## src/rtl/pie_tx_pkg.sv

```systemverilog
// Shared types, reset defaults and config validation for the PIE transmit encoder.
// Optional CW hold after the last symbol is enabled by defining PIE_TX_CW_HOLD_EN.
package pie_tx_pkg;

  typedef enum logic [2:0] {
    ST_IDLE,
    ST_DELIM,
    ST_DATA0,
    ST_RTCAL,
    ST_TRCAL,
    ST_DATA,
    ST_CWHOLD
  } pie_state_t;

  localparam int PIE_DEF_PW    = 2;
  localparam int PIE_DEF_TARI  = 6;
  localparam int PIE_DEF_ONE   = 10;
  localparam int PIE_DEF_DELIM = 3;
  localparam int PIE_DEF_TRCAL = 32;
  localparam int PIE_DEF_CW    = 8;

  // A frame is only legal if every symbol still has a high phase and data-1 is longer than data-0.
  function automatic logic cfg_valid(input logic [31:0] pw,
                                     input logic [31:0] tari,
                                     input logic [31:0] one,
                                     input logic [31:0] delim);
    return (pw != 32'd0) && (pw < tari) && (tari < one) && (delim != 32'd0);
  endfunction

endpackage

```

## src/rtl/pie_tx_encoder_symbol_timer.sv

```systemverilog
// Single reusable symbol timer: loaded with a period and low-pulse width, it produces
// registered level, end-of-symbol and handshake-request flags for the current cycle.
module pie_symbol_timer #(
  parameter int CNT_W = 8
) (
  input  logic             clk,
  input  logic             rst,
  input  logic             load,
  input  logic             clear,
  input  logic [CNT_W:0]   period,
  input  logic [CNT_W-1:0] pw,
  input  logic             hs,
  output logic             level,
  output logic             sym_end,
  output logic             hs_end
);

  localparam logic [CNT_W:0] ONE_P = (CNT_W+1)'(1);

  logic [CNT_W:0]   cnt_reg;
  logic [CNT_W:0]   period_reg;
  logic [CNT_W-1:0] pw_reg;
  logic             hs_reg;
  logic             run_reg;
  logic             level_reg;
  logic             end_reg;
  logic             rdy_reg;
  logic [CNT_W:0]   cnt_next;

  assign cnt_next = cnt_reg + ONE_P;

  // High while c < P-pw, written as c+pw < P so a short period never wraps.
  function automatic logic lvl_at(input logic [CNT_W:0] c,
                                  input logic [CNT_W:0] p,
                                  input logic [CNT_W-1:0] w);
    return ({1'b0, c} + {2'b00, w}) < {1'b0, p};
  endfunction

  // A zero period is treated as a single-cycle symbol so the FSM can never stall.
  function automatic logic end_at(input logic [CNT_W:0] c,
                                  input logic [CNT_W:0] p);
    return (p == '0) ? 1'b1 : (c == (p - ONE_P));
  endfunction

  always_ff @(posedge clk or negedge rst) begin
    if (!rst) begin
      cnt_reg    <= '0;
      period_reg <= '0;
      pw_reg     <= '0;
      hs_reg     <= 1'b0;
      run_reg    <= 1'b0;
      level_reg  <= 1'b1;
      end_reg    <= 1'b0;
      rdy_reg    <= 1'b0;
    end else if (load) begin
      cnt_reg    <= '0;
      period_reg <= period;
      pw_reg     <= pw;
      hs_reg     <= hs;
      run_reg    <= 1'b1;
      level_reg  <= lvl_at('0, period, pw);
      end_reg    <= end_at('0, period);
      rdy_reg    <= hs & end_at('0, period);
    end else if (clear) begin
      cnt_reg    <= '0;
      hs_reg     <= 1'b0;
      run_reg    <= 1'b0;
      level_reg  <= 1'b1;
      end_reg    <= 1'b0;
      rdy_reg    <= 1'b0;
    end else if (run_reg) begin
      cnt_reg    <= cnt_next;
      level_reg  <= lvl_at(cnt_next, period_reg, pw_reg);
      end_reg    <= end_at(cnt_next, period_reg);
      rdy_reg    <= hs_reg & end_at(cnt_next, period_reg);
    end
  end

  assign level   = level_reg;
  assign sym_end = end_reg;
  assign hs_end  = rdy_reg;

endmodule

```

## src/rtl/pie_tx_encoder.sv

```systemverilog
// PIE reader-to-tag transmit encoder: delimiter, data-0, RTCAL, optional TRCAL, data bits.
// Define PIE_TX_CW_HOLD_EN to add a carrier hold of cfg_cw cycles after the last symbol.
module pie_tx_encoder
  import pie_tx_pkg::*;
#(
  parameter int CNT_W     = 8,
  parameter int DEF_PW    = PIE_DEF_PW,
  parameter int DEF_TARI  = PIE_DEF_TARI,
  parameter int DEF_ONE   = PIE_DEF_ONE,
  parameter int DEF_DELIM = PIE_DEF_DELIM,
  parameter int DEF_TRCAL = PIE_DEF_TRCAL,
  parameter int DEF_CW    = PIE_DEF_CW
) (
  input  logic             clk,
  input  logic             rst,
  input  logic             frm_start,
  input  logic             frm_preamble,
  input  logic [CNT_W-1:0] cfg_pw,
  input  logic [CNT_W-1:0] cfg_tari,
  input  logic [CNT_W-1:0] cfg_one,
  input  logic [CNT_W-1:0] cfg_delim,
  input  logic [CNT_W-1:0] cfg_trcal,
  input  logic [CNT_W-1:0] cfg_cw,
  input  logic             in_dat,
  input  logic             in_last,
  input  logic             in_vld,
  output logic             in_rdy,
  output logic             out_pie,
  output logic             busy,
  output logic             done,
  output logic             err
);

  pie_state_t       state_reg, state_next;
  logic [CNT_W-1:0] pw_reg, tari_reg, one_reg, delim_reg, trcal_reg, cw_reg;
  logic             pre_reg;
  logic             last_reg;
  logic             busy_reg, busy_next;
  logic             done_reg, done_next;
  logic             err_reg, err_next;

  logic             load, clear, latch_cfg, take_bit;
  logic             handshake, finish, go_idle;
  logic [CNT_W:0]   ld_period;
  logic [CNT_W-1:0] ld_pw;
  logic             ld_hs;
  logic [CNT_W:0]   rtcal_period;
  logic             sym_level, sym_end, sym_hs_end;
  logic             unused_bits;

  assign rtcal_period = {1'b0, tari_reg} + {1'b0, one_reg};
  assign unused_bits  = ^{delim_reg, cw_reg};

  always_comb begin
    state_next = state_reg;
    busy_next  = busy_reg;
    done_next  = 1'b0;
    err_next   = 1'b0;
    load       = 1'b0;
    clear      = 1'b0;
    latch_cfg  = 1'b0;
    take_bit   = 1'b0;
    handshake  = 1'b0;
    finish     = 1'b0;
    go_idle    = 1'b0;
    ld_period  = {1'b0, tari_reg};
    ld_pw      = pw_reg;
    ld_hs      = 1'b0;

    case (state_reg)
      ST_IDLE: begin
        if (frm_start) begin
          if (!cfg_valid(32'(cfg_pw), 32'(cfg_tari), 32'(cfg_one), 32'(cfg_delim))) begin
            err_next = 1'b1;
          end else begin
            // Delimiter is a symbol whose low phase spans the whole period.
            latch_cfg  = 1'b1;
            load       = 1'b1;
            ld_period  = {1'b0, cfg_delim};
            ld_pw      = cfg_delim;
            state_next = ST_DELIM;
            busy_next  = 1'b1;
          end
        end
      end
      ST_DELIM: begin
        if (sym_end) begin
          load       = 1'b1;
          ld_period  = {1'b0, tari_reg};
          state_next = ST_DATA0;
        end
      end
      ST_DATA0: begin
        if (sym_end) begin
          load       = 1'b1;
          ld_period  = rtcal_period;
          ld_hs      = ~pre_reg;
          state_next = ST_RTCAL;
        end
      end
      ST_RTCAL: begin
        if (sym_end) begin
          if (pre_reg) begin
            load       = 1'b1;
            ld_period  = {1'b0, trcal_reg};
            ld_hs      = 1'b1;
            state_next = ST_TRCAL;
          end else begin
            handshake = 1'b1;
          end
        end
      end
      ST_TRCAL: begin
        if (sym_end) handshake = 1'b1;
      end
      ST_DATA: begin
        if (sym_end) begin
          if (last_reg) finish = 1'b1;
          else          handshake = 1'b1;
        end
      end
      ST_CWHOLD: begin
        if (sym_end) go_idle = 1'b1;
      end
      default: begin
        clear      = 1'b1;
        busy_next  = 1'b0;
        state_next = ST_IDLE;
      end
    endcase

    if (handshake) begin
      if (in_vld) begin
        load       = 1'b1;
        take_bit   = 1'b1;
        ld_period  = in_dat ? {1'b0, one_reg} : {1'b0, tari_reg};
        ld_hs      = ~in_last;
        state_next = ST_DATA;
      end else begin
        // Underrun: abandon the frame with the carrier on.
        clear      = 1'b1;
        err_next   = 1'b1;
        busy_next  = 1'b0;
        state_next = ST_IDLE;
      end
    end

    if (finish) begin
`ifdef PIE_TX_CW_HOLD_EN
      if (cw_reg != '0) begin
        load       = 1'b1;
        ld_period  = {1'b0, cw_reg};
        ld_pw      = '0;
        state_next = ST_CWHOLD;
      end else begin
        go_idle = 1'b1;
      end
`else
      go_idle = 1'b1;
`endif
    end

    if (go_idle) begin
      clear      = 1'b1;
      done_next  = 1'b1;
      busy_next  = 1'b0;
      state_next = ST_IDLE;
    end
  end

  always_ff @(posedge clk or negedge rst) begin
    if (!rst) begin
      state_reg <= ST_IDLE;
      pw_reg    <= CNT_W'(DEF_PW);
      tari_reg  <= CNT_W'(DEF_TARI);
      one_reg   <= CNT_W'(DEF_ONE);
      delim_reg <= CNT_W'(DEF_DELIM);
      trcal_reg <= CNT_W'(DEF_TRCAL);
      cw_reg    <= CNT_W'(DEF_CW);
      pre_reg   <= 1'b0;
      last_reg  <= 1'b0;
      busy_reg  <= 1'b0;
      done_reg  <= 1'b0;
      err_reg   <= 1'b0;
    end else begin
      state_reg <= state_next;
      busy_reg  <= busy_next;
      done_reg  <= done_next;
      err_reg   <= err_next;
      if (latch_cfg) begin
        pw_reg    <= cfg_pw;
        tari_reg  <= cfg_tari;
        one_reg   <= cfg_one;
        delim_reg <= cfg_delim;
        trcal_reg <= cfg_trcal;
        cw_reg    <= cfg_cw;
        pre_reg   <= frm_preamble;
      end
      if (take_bit) last_reg <= in_last;
    end
  end

  pie_symbol_timer #(
    .CNT_W (CNT_W)
  ) u_timer (
    .clk     (clk),
    .rst     (rst),
    .load    (load),
    .clear   (clear),
    .period  (ld_period),
    .pw      (ld_pw),
    .hs      (ld_hs),
    .level   (sym_level),
    .sym_end (sym_end),
    .hs_end  (sym_hs_end)
  );

  assign out_pie = sym_level;
  assign in_rdy  = sym_hs_end;
  assign busy    = busy_reg;
  assign done    = done_reg;
  assign err     = err_reg;

endmodule

```

## config.mk

```make
export PLATFORM = sky130hd
export DESIGN_NAME = pie_tx_encoder
export DESIGN_NICKNAME = d
export VERILOG_FILES = /design/src/rtl/pie_tx_pkg.sv /design/src/rtl/pie_tx_encoder_symbol_timer.sv /design/src/rtl/pie_tx_encoder.sv
export SDC_FILE = /design/constraint.sdc
export NUM_CORES = 1
export LEC_CHECK = 0
export ABC_AREA = 1
export CORE_MARGIN = 2
export CORE_UTILIZATION = 45
export DETAILED_ROUTE_END_ITERATION = 8
export GPL_TIMING_DRIVEN = 0
export PLACE_DENSITY = 0.66
export SETUP_SLACK_MARGIN = 0.5
export SYNTH_ARGS = -nofsm -noshare
export SYNTH_HDL_FRONTEND = slang
export SYNTH_SLANG_ARGS = --single-unit
```

## constraint.sdc

```tcl
create_clock -name clk -period 6.37 [get_ports clk]
set_input_delay 0.9555 -clock clk [delete_from_list [all_inputs] [get_ports clk]]
set_output_delay 0.9555 -clock clk [all_outputs]
set_load 0.02 [all_outputs]
```

# ---- Word level (Yosys, flattened, before mapping)
# Cells that the tools add are included.
# Widths: inputs -> output; s select.
dict set report totals {
  ff_bits 71
  in_bits 55
  output_inout_bits 5
  wordCells 141
}
dict set report op_classes {
  n_addsub 5
  magnitude_cmp 4
  eq_ne 14
  n_mux 80
  bitwise_logic 4
  reduce_logical 16
}
# cell n
set op_table {}
lappend op_table {{$mux 8} 8}
lappend op_table {{$mux 9} 6}
lappend op_table {{$mux 1} 51}
lappend op_table {{$logic_not 9->1} 3}
lappend op_table {{$mux 3} 9}
lappend op_table {{$pmux 9 s3} 1}
lappend op_table {{$sub 9x1->9 const B} 2}
lappend op_table {{$lt 8x8->1} 2}
lappend op_table {{$reduce_bool 8->1} 2}
lappend op_table {{$pmux 3 s5} 1}
lappend op_table {{$ne 4x3->1 const B} 3}
lappend op_table {{$ne 4x4->1 const B} 3}
lappend op_table {{$add 9x8->10} 1}
lappend op_table {{$lt 10x9->1} 1}
lappend op_table {{$add 8x8->9} 1}
lappend op_table {{$add 9x1->9 const B} 1}
lappend op_table {{$eq 3x3->1 const B} 3}
lappend op_table {{$eq 9x9->1} 1}
lappend op_table {{$lt 8x9->1} 1}
lappend op_table {{$reduce_and 7->1} 1}
lappend op_table {{$reduce_or 7->1} 1}
lappend op_table {{$eq 3x2->1 const B} 2}
lappend op_table {{$pmux 1 s3} 2}
lappend op_table {{$reduce_or 6->1} 1}
lappend op_table {{other kinds (11)} 16}

# ---- Longest topological paths before layout
# Gate-level depths: netlist of the first run.
dict set report depth {
  ltp_word 14
  ltp_mapped 24
  depth_no_buf 24
}

# ---- Modules after synthesis
# A second synthesis of the first run with hierarchy kept.
dict set report hier_totals {
  cells_unflattened 833
  area_unflattened_um2 5652.9
}
# mod n_inst cells_per_inst area_per_inst_um2 seq_area_each_um2
set by_module_without_submodules {}
lappend by_module_without_submodules {pie_tx_encoder 1 462 3131.8 1008.5}
lappend by_module_without_submodules {pie_symbol_timer 1 371 2521.2 777.0}

# ---- Worst setup path after synthesis of the first run
# OpenSTA, ideal clock, no wires.
dict set report synth_timing {
  path_type {input -> register}
  start {input port cfg_one[7]}
  end {register u_timer.level_reg (netlist: u_timer.level)}
  setup_ns 0.060
  t_arrival_ns 3.204
  required_time_ns 6.310
  path_slack_ns 3.105
  path_stages 24
  n_path_buf 0
  path_cell_list {inv_1 -> ha_1 -> nand2_1 -> inv_1 -> nand2_1 -> nand2_1 -> inv_1 -> nand3_1 -> nor2_2 -> nand4_2 -> nor2_1 -> nor2_1 -> nand2_1 -> nand2_1 -> nand2_1 -> inv_1 -> ha_1 -> a21oi_1 -> o21ai_0 -> a21oi_1 -> nand3_1 -> nand2_1 -> nand2_1 -> nand2_1}
}
dict set report synth_between {
  elab_chain_len 10
  word_cells_on_any_way 19
  classes_between {2 x order compare; 14 x mux; 3 x reduce/logical}
}
# element line
set synth_rtl {}
lappend synth_rtl {{start: declaration} pie_tx_encoder.sv:20} ;# input logic [CNT_W-1:0] cfg_one,
lappend synth_rtl {{$lt 8x8->1 (*)} pie_tx_pkg.sv:27} ;# return (pw != 32'd0) && (pw < tari) && (tari < one) && (delim != 32'd0);
lappend synth_rtl {{$logic_and 1x1->1 (*) (2 in a row)} pie_tx_pkg.sv:27}
lappend synth_rtl {{$mux 8} pie_tx_encoder.sv:73} ;# if (!cfg_valid(32'(cfg_pw), 32'(cfg_tari), 32'(cfg_one), 32'(cfg_delim))) begin
lappend synth_rtl {{$mux 8} pie_tx_encoder.sv:72} ;# if (frm_start) begin
lappend synth_rtl {{$pmux 9 s3} pie_tx_encoder.sv:70} ;# case (state_reg)
lappend synth_rtl {{$mux 9} pie_tx_encoder.sv:133} ;# if (in_vld) begin
lappend synth_rtl {{$mux 9} pie_tx_encoder.sv:132} ;# if (handshake) begin
lappend synth_rtl {{$lt 8x9->1} pie_tx_encoder_symbol_timer.sv:36} ;# return ({1'b0, c} + {2'b00, w}) < {1'b0, p};
lappend synth_rtl {{$mux 1} pie_tx_encoder_symbol_timer.sv:55} ;# end else if (load) begin
lappend synth_rtl {{end signal: assignment} pie_tx_encoder_symbol_timer.sv:61} ;# level_reg <= lvl_at('0, period, pw);
lappend synth_rtl {{end signal: assignment} pie_tx_encoder_symbol_timer.sv:73} ;# level_reg <= lvl_at(cnt_next, period_reg, pw_reg);
lappend synth_rtl {{end: declaration} pie_tx_encoder_symbol_timer.sv:25} ;# logic level_reg;
# Every way passes the cells marked *; elsewhere a longest branch is shown, timed or not.
# A chain may end at the register's enable or synchronous reset.

# ---- Final worst setup path of the first run
dict set report layout_timing {
  start {input port cfg_tari[5]}
  end {register u_timer.level_reg (netlist: u_timer.level)}
}
dict set report layout_between {
  elab_chain_len 11
  word_cells_on_any_way 21
  classes_between {3 x order compare; 14 x mux; 4 x reduce/logical}
}
# element line
set layout_rtl {}
lappend layout_rtl {{start: declaration} pie_tx_encoder.sv:19} ;# input logic [CNT_W-1:0] cfg_tari,
lappend layout_rtl {{$lt 8x8->1} pie_tx_pkg.sv:27}
lappend layout_rtl {{$logic_and 1x1->1} pie_tx_pkg.sv:27}
lappend layout_rtl {{$logic_and 1x1->1 (*) (2 in a row)} pie_tx_pkg.sv:27}
lappend layout_rtl {{$mux 8} pie_tx_encoder.sv:73}
lappend layout_rtl {{$mux 8} pie_tx_encoder.sv:72}
lappend layout_rtl {{$pmux 9 s3} pie_tx_encoder.sv:70}
lappend layout_rtl {{$mux 9} pie_tx_encoder.sv:133}
lappend layout_rtl {{$mux 9} pie_tx_encoder.sv:132}
lappend layout_rtl {{$lt 8x9->1} pie_tx_encoder_symbol_timer.sv:36}
lappend layout_rtl {{$mux 1} pie_tx_encoder_symbol_timer.sv:55}
# Marks and branches as above.

==> results of run 1 <==
==> metrics by stage <==
step | instance area (µm²) | setup slack (ns) | total power, µW
global route | 6340 | 1.67 | 3540
detailed placement | 6010 | 1.71 | 2650
floorplan | 5330 | 3.11 | 2150
finish | 6340 | 2.04 | 3230
global placement | 6020 | 1.73 | 2580
CTS | 6340 | 2.04 | 3220
==> layout make-up <==
cell class,instances,area (µm²),area share (%)
Tap cell,143,179,2.82
Timing Repair Buffer,51,508,8.02
Sequential cell,71,1790,28.2
Clock buffer,11,243,3.83
Inverter,112,423,6.67
Multi-Input combinational cell,542,3060,48.3
Clock inverter,5,81.3,1.28
Buffer,13,60.1,0.948
==> cells by family (layout without fill, tap and decap cells) <==
logic type,Yosys count,after routing,synth area share (%)
AO/OA/AOI/OAI,134,134,14.3
XOR/XNOR,30,30,5.07
adder cells (fa/ha/maj),50,50,12.0
buffers and inverters,125,192,9.07
flip-flops,71,71,33.5
AND/OR/NAND/NOR,328,328,26.0
==> placed cells by master, fill, tap and decap left out, drive strengths merged <==
master / count
a211oi: 1
a21boi: 3
a21o: 1
a21oi: 35
a221oi: 1
a22oi: 1
a31oi: 7
buf: 5
bufinv: 2
clkbuf: 20
clkdlybuf4s50: 50
clkinv: 2
clkinvlp: 1
dfrtp: 64
dfstp: 7
fa: 2
ha: 48
inv: 112
nand2: 202
nand3: 45
nand4: 13
nor2: 61
nor3: 5
o211ai: 9
o21a: 1
o21ai: 64
o21bai: 2
o221ai: 1
o22ai: 6
o31ai: 1
o32ai: 1
or2: 2
xnor2: 11
xor2: 19
==> report_power, final <==
part / switching (µW) / internal, µW
logic: 1160 / 697
clock network: 198 / 354
registers: 162 / 661
total: 1520 / 1710
==> worst reg2reg max path, delay by kind of cell, from the launching register on <==
kind                       cells  cell delay, ns
and+or+nand+nor                6            0.52
DFF                            1            0.43
AOI/OAI and AO/OA              6            1.17
xor gates and xnor gates       2            0.51
buffers and inverters          2            0.15
adders and majority gates      3            0.87
==> how the worst max path moves through the flow <==
| stage | startpoint | endpoint | slack [ns] | cells after the start |
|---|---|---|---|---|
| 6_report | cfg_tari[5] | u_timer.level | 2.04 | 25 |
| 5_1_grt | cfg_tari[7] | u_timer.level | 1.67 | 25 |
| 4_1_cts | cfg_tari[5] | u_timer.level | 2.04 | 25 |
| 3_5_place_dp | cfg_tari[5] | u_timer.level | 1.71 | 25 |
| 3_3_place_gp | cfg_tari[5] | u_timer.level | 1.73 | 25 |
| 2_1_floorplan | cfg_one[7] | u_timer.level | 3.11 | 24 |
==> synth_stat cells (2+ instances only) <==
cell | instances | share of area (%)
buf_2 | 3 | 0.28
ha_1 | 48 | 11
inv_2 | 7 | 0.49
nand3_1 | 42 | 3.9
xnor2_1 | 11 | 1.8
or2_2 | 2 | 0.23
o21bai_1 | 2 | 0.28
nand4_1 | 12 | 1.4
nor2_2 | 5 | 0.59
dfstp_2 | 7 | 3.5
nand3_2 | 3 | 0.56
dfrtp_1 | 64 | 30
nand2_1 | 197 | 14
o211ai_1 | 8 | 1.1
nor2_1 | 55 | 3.9
a31oi_1 | 7 | 0.82
xor2_1 | 18 | 3.0
a21boi_0 | 3 | 0.42
inv_1 | 104 | 7.3
fa_1 | 2 | 0.75
a21oi_1 | 34 | 3.2
nand2_2 | 5 | 0.59
nor3_1 | 5 | 0.47
o22ai_1 | 6 | 0.70
clkbuf_1 | 9 | 0.63
o21ai_0 | 63 | 5.9
==> per-layer routing <==
| metal | part of all wire (%) | global-route usage [%] |
|---|---|---|
| met1 | 45 | 32.5 |
| met2 | 47 | 41.5 |
| met3 | 5.8 | 3.70 |
| met4 | 2.2 | 8.62 |
| met5 | 0 | 0 |
==> impl_metrics.yaml, run 1 <==
critical_path:
  crit_arrival_ns: 4.62
  path_delay_family: "simple AND/OR/NAND/NOR gates"
  cp_slowest_cell: "clkdlybuf4s50_1"
  r2r_end: "u_timer.level"
  regToRegStartpoint: "u_timer.cnt_reg[0]"
  rr_worst_depth: 19
  worstPathBufferInverterCount: 4
  startpoint_type: "primary input"
  cp_max_fo: 10
  critPathCaptureType: "flip-flop"
  path_common_cell: "nand2_1"
  critPathMaxStageDelay_ns: 0.49
  r2r_slack_ns: 2.66
  critPathKind: "in -> reg"
  cp.required_ns: 6.66
drt:
  wl_um: 15000
  vias_per_cell: 5.39
  drc: 0
  dr_total_vias: 5107
  drt-pass1-iter-count: 6
  antenna_left: 0
  wl_per_cell_um: 15.8
  drt_iter0_drc: 462
clocking:
  path_clk_slew_ns: 0.06
  clk_latency_ns: 0.34
  clockBufferDepth: 2
  ctsHoldBuffers: 0
  cts-root-buf: "clkbuf_16"
  numCtsBuffers: 9
  cts_sinks: 71
  ctsHtreeMaxLevel: 3
  cts.repair.resized: 0
  post_cts_buffers: 0
  cts_tree: "built"
synth:
  syn-num-nets: 843
  synth_flop_cell: "dfrtp_1"
  syn_avg_cell_area_um2: 7.22
  netlist_area_um2: 5330
  synth_seq_cells: 71
  synth_enable_flop_cells: 0
  syn_inst: 738
  async_flop_share_pct: 100
  synth_warnings: 0
  seq_area_frac_synth_pct: 33.5
  synthDistinctLibCells: 42
run_status:
  status: "complete, no violations"
global_route:
  grtUsageTotal_pct: 24.7
  grt_pass1_vias: 5118
  grt_pass1_wl_um: 24900
  antenna_found_initial: 0
  grt_overflow: 0
  grt_max_degree: 72
floorplan:
  rows: 39
  initial_core_util_pct: 46.4
  die_area_um2: 12700
  die_w_um: 113
  die_h_um: 113
  ioPinCount: 60
  core_um2: 11500
timing:
  finalClockSkew_ns: 0.00653
  fin_crit_ns: 4.33
  drv_slew: 0
  max_freq_mhz: 231
  rsz0062_at_grt: "no"
  setup_viol: 0
  holdWs_ns: 0.473
  finalHoldViolations: 0
  tns_ns: 0
  finalCritPeriodShare_pct: 68.0
  worst_pin_slew_ns: 0.894
  slew_headroom_pct: 40.4
placed_design:
  hpwlAfterDp_um: 11900
  dp_cells: 932
  gp_congestion: 0.887
  port_buffers: 51
worst_hold_path:
  hold_class: "reg -> reg"
  whs_path_depth: 2
  min_to: "u_timer.level"
  hold_start: "u_timer.level"
power_and_ir_drop:
  leakage_uw: 0.00322
  power.density_nw_per_um2: 510
  ir_drop_v: 0.000242
cells_and_area:
  final_core_util_pct: 55.3
  layout-drive-gt1-share_pct: 6.83
  diodes: 0
  finalNonFillerCells: 948
  nFillCells: 1088
  synthToLayoutAreaGrowth_pct: 19.0
  nNetsFinal: 905
run:
  maxCapViolCount: 0
No activity file was read; power rests on OpenSTA's default activity.
==> run 2, diff against run 1 <==
PLACE_DENSITY = 0.69   (was 0.66)
clock period = 3.7 ns   (was 6.37 ns; I/O delays follow)
==> impl_metrics.yaml, run 2 (same netlist as run 1, synthesis figures left out) <==
run_status:
  status: "complete, no violations"
critical_path:
  path_common_cell: "nand2_1"
  critPathMaxStageDelay_ns: 0.45
  crit_arrival_ns: 3.45
  crit_path_cell_trace: "clkdlybuf4s50_1 -> inv_1 -> ha_1 -> a21oi_1 -> nand2_1 -> nand2_4 -> buf_12 -> nand4_4 -> inv_6 -> nand2_1 -> nand4_1 -> nand2_2 -> ha_1 -> nand2_1 -> o21ai_0 -> a21oi_2 -> nand3_2 -> nand2_1 -> nand2_1 -> nand2_2"
  startpoint_type: "primary input"
  path_delay_family: "simple AND/OR/NAND/NOR gates"
  critPathKind: "in -> reg"
  cp.required_ns: 3.98
  r2r_slack_ns: 0.57
  cp_max_fo: 5
  worstPathBufferInverterCount: 4
  cp_slowest_cell: "clkdlybuf4s50_1"
  critPathCaptureType: "flip-flop"
drt:
  vias_per_cell: 5.41
  drc: 0
  drt_iter0_drc: 433
  antenna_left: 0
  wl_per_cell_um: 15.6
  drt-pass1-iter-count: 7
  dr_total_vias: 5260
  wl_um: 15200
placed_design:
  port_buffers: 51
  hpwlAfterDp_um: 11400
  gp_congestion: 0.932
  dp_cells: 932
timing:
  setup_viol: 0
  fin_crit_ns: 3.17
  finalHoldViolations: 0
  drv_slew: 0
  tns_ns: 0
  rsz0062_at_grt: "yes"
  finalClockSkew_ns: 0.00796
  slew_headroom_pct: 39.1
  max_freq_mhz: 315
  finalCritPeriodShare_pct: 85.8
  worst_pin_slew_ns: 0.914
cells_and_area:
  nFillCells: 1010
  nNetsFinal: 929
  diodes: 0
  layout_commonest_cell: "nand2_1"
  layout-drive-gt1-share_pct: 18.6
  synthToLayoutAreaGrowth_pct: 30.2
  finalNonFillerCells: 972
  final_cell_mix: "183 x nand2_1, 91 x inv_1, 63 x dfrtp_1, 59 x o21ai_0, 49 x nor2_1"
clocking:
  clk_latency_ns: 0.35
  clockBufferDepth: 2
  cts-root-buf: "clkbuf_16"
  ctsHtreeMaxLevel: 3
  numCtsBuffers: 9
  cts_tree: "built"
  path_clk_slew_ns: 0.06
  cts_sinks: 71
global_route:
  antenna_found_initial: 0
  grt_max_degree: 72
  grt_pass1_wl_um: 25300
  grtUsageTotal_pct: 25.0
  grt_pass1_vias: 5257
  grt_overflow: 0
power_and_ir_drop:
  power.density_nw_per_um2: 871
  leakage_uw: 0.00348
  ir_drop_v: 0.000454
run:
  maxCapViolCount: 0
floorplan:
  initial_core_util_pct: 46.4
  die_w_um: 113
  die_area_um2: 12700
  ioPinCount: 60
  rows: 39
  core_um2: 11500
  die_h_um: 113
worst_hold_path:
  hold_class: "in -> async"
## run 2: final cells by class
| class | count | area [µm²] | area share (%) |
|---|---|---|---|
| Tap cell | 143 | 179 | 2.58 |
| Sequential cell | 71 | 1790 | 25.8 |
| Timing Repair Buffer | 75 | 719 | 10.4 |
| Clock inverter | 5 | 56.3 | 0.812 |
| Clock buffer | 11 | 253 | 3.64 |
| Buffer | 13 | 71.3 | 1.03 |
| Inverter | 112 | 428 | 6.17 |
| Multi-Input combinational cell | 542 | 3440 | 49.6 |
## run 2: path summary, 6_finish.rpt
| path | cells past startpoint | from | to |
|---|---|---|---|
| min in group clk | 2 | trcal_reg[0] | trcal_reg[0] |
| max in group asynchronous | 1 | rst | u_timer.cnt_reg[0] |
| min | 1 | rst | state_reg[1] |
| max | 20 | cfg_one[3] | u_timer.level |
| min reg2reg | 2 | trcal_reg[0] | trcal_reg[0] |
| max reg2reg | 18 | u_timer.cnt_reg[1] | u_timer.level |
## run 2: layer usage
metal / global-route usage (%) / up-vias / routed length (µm)
met1: 33.3 / 2494 / 6780
li1: - / 2585 / -
met5: 0 / - / 0
met3: 4.02 / 36 / 784
met4: 11.9 / 0 / 430
met2: 39.8 / 145 / 7200
## run 2: where the power goes
part | leakage, µW | internal (µW) | switching [µW] | total, µW
sequential | 0.000879 | 1140 | 301 | 1440
clock | 0.000152 | 557 | 340 | 897
combinational | 0.00244 | 1500 | 2200 | 3700
## run 2: timing repair
| action | in CTS | in global routing |
|---|---|---|
| pin swaps | 26 | 30 |
| gates resized for setup | 71 | 44 |
| buffers inserted | 15 | 9 |
| hold buffers | 0 | 0 |
| endpoints found under the setup margin | 1 | 1 |
## run 2: metrics by stage
stage	worst slack (ns)	util, %	cell area (µm²)	total power [µW]	hold WS, ns
global route	0.357	60.5	6930	6610	0.435
floorplan	0.568	-	5330	3690	0.259
global placement	-0.347	52.5	6020	4420	0.456
finish	0.527	60.5	6930	6040	0.351
detailed placement	-0.422	52.4	6010	4550	0.477
CTS	0.503	58.6	6720	5800	0.380
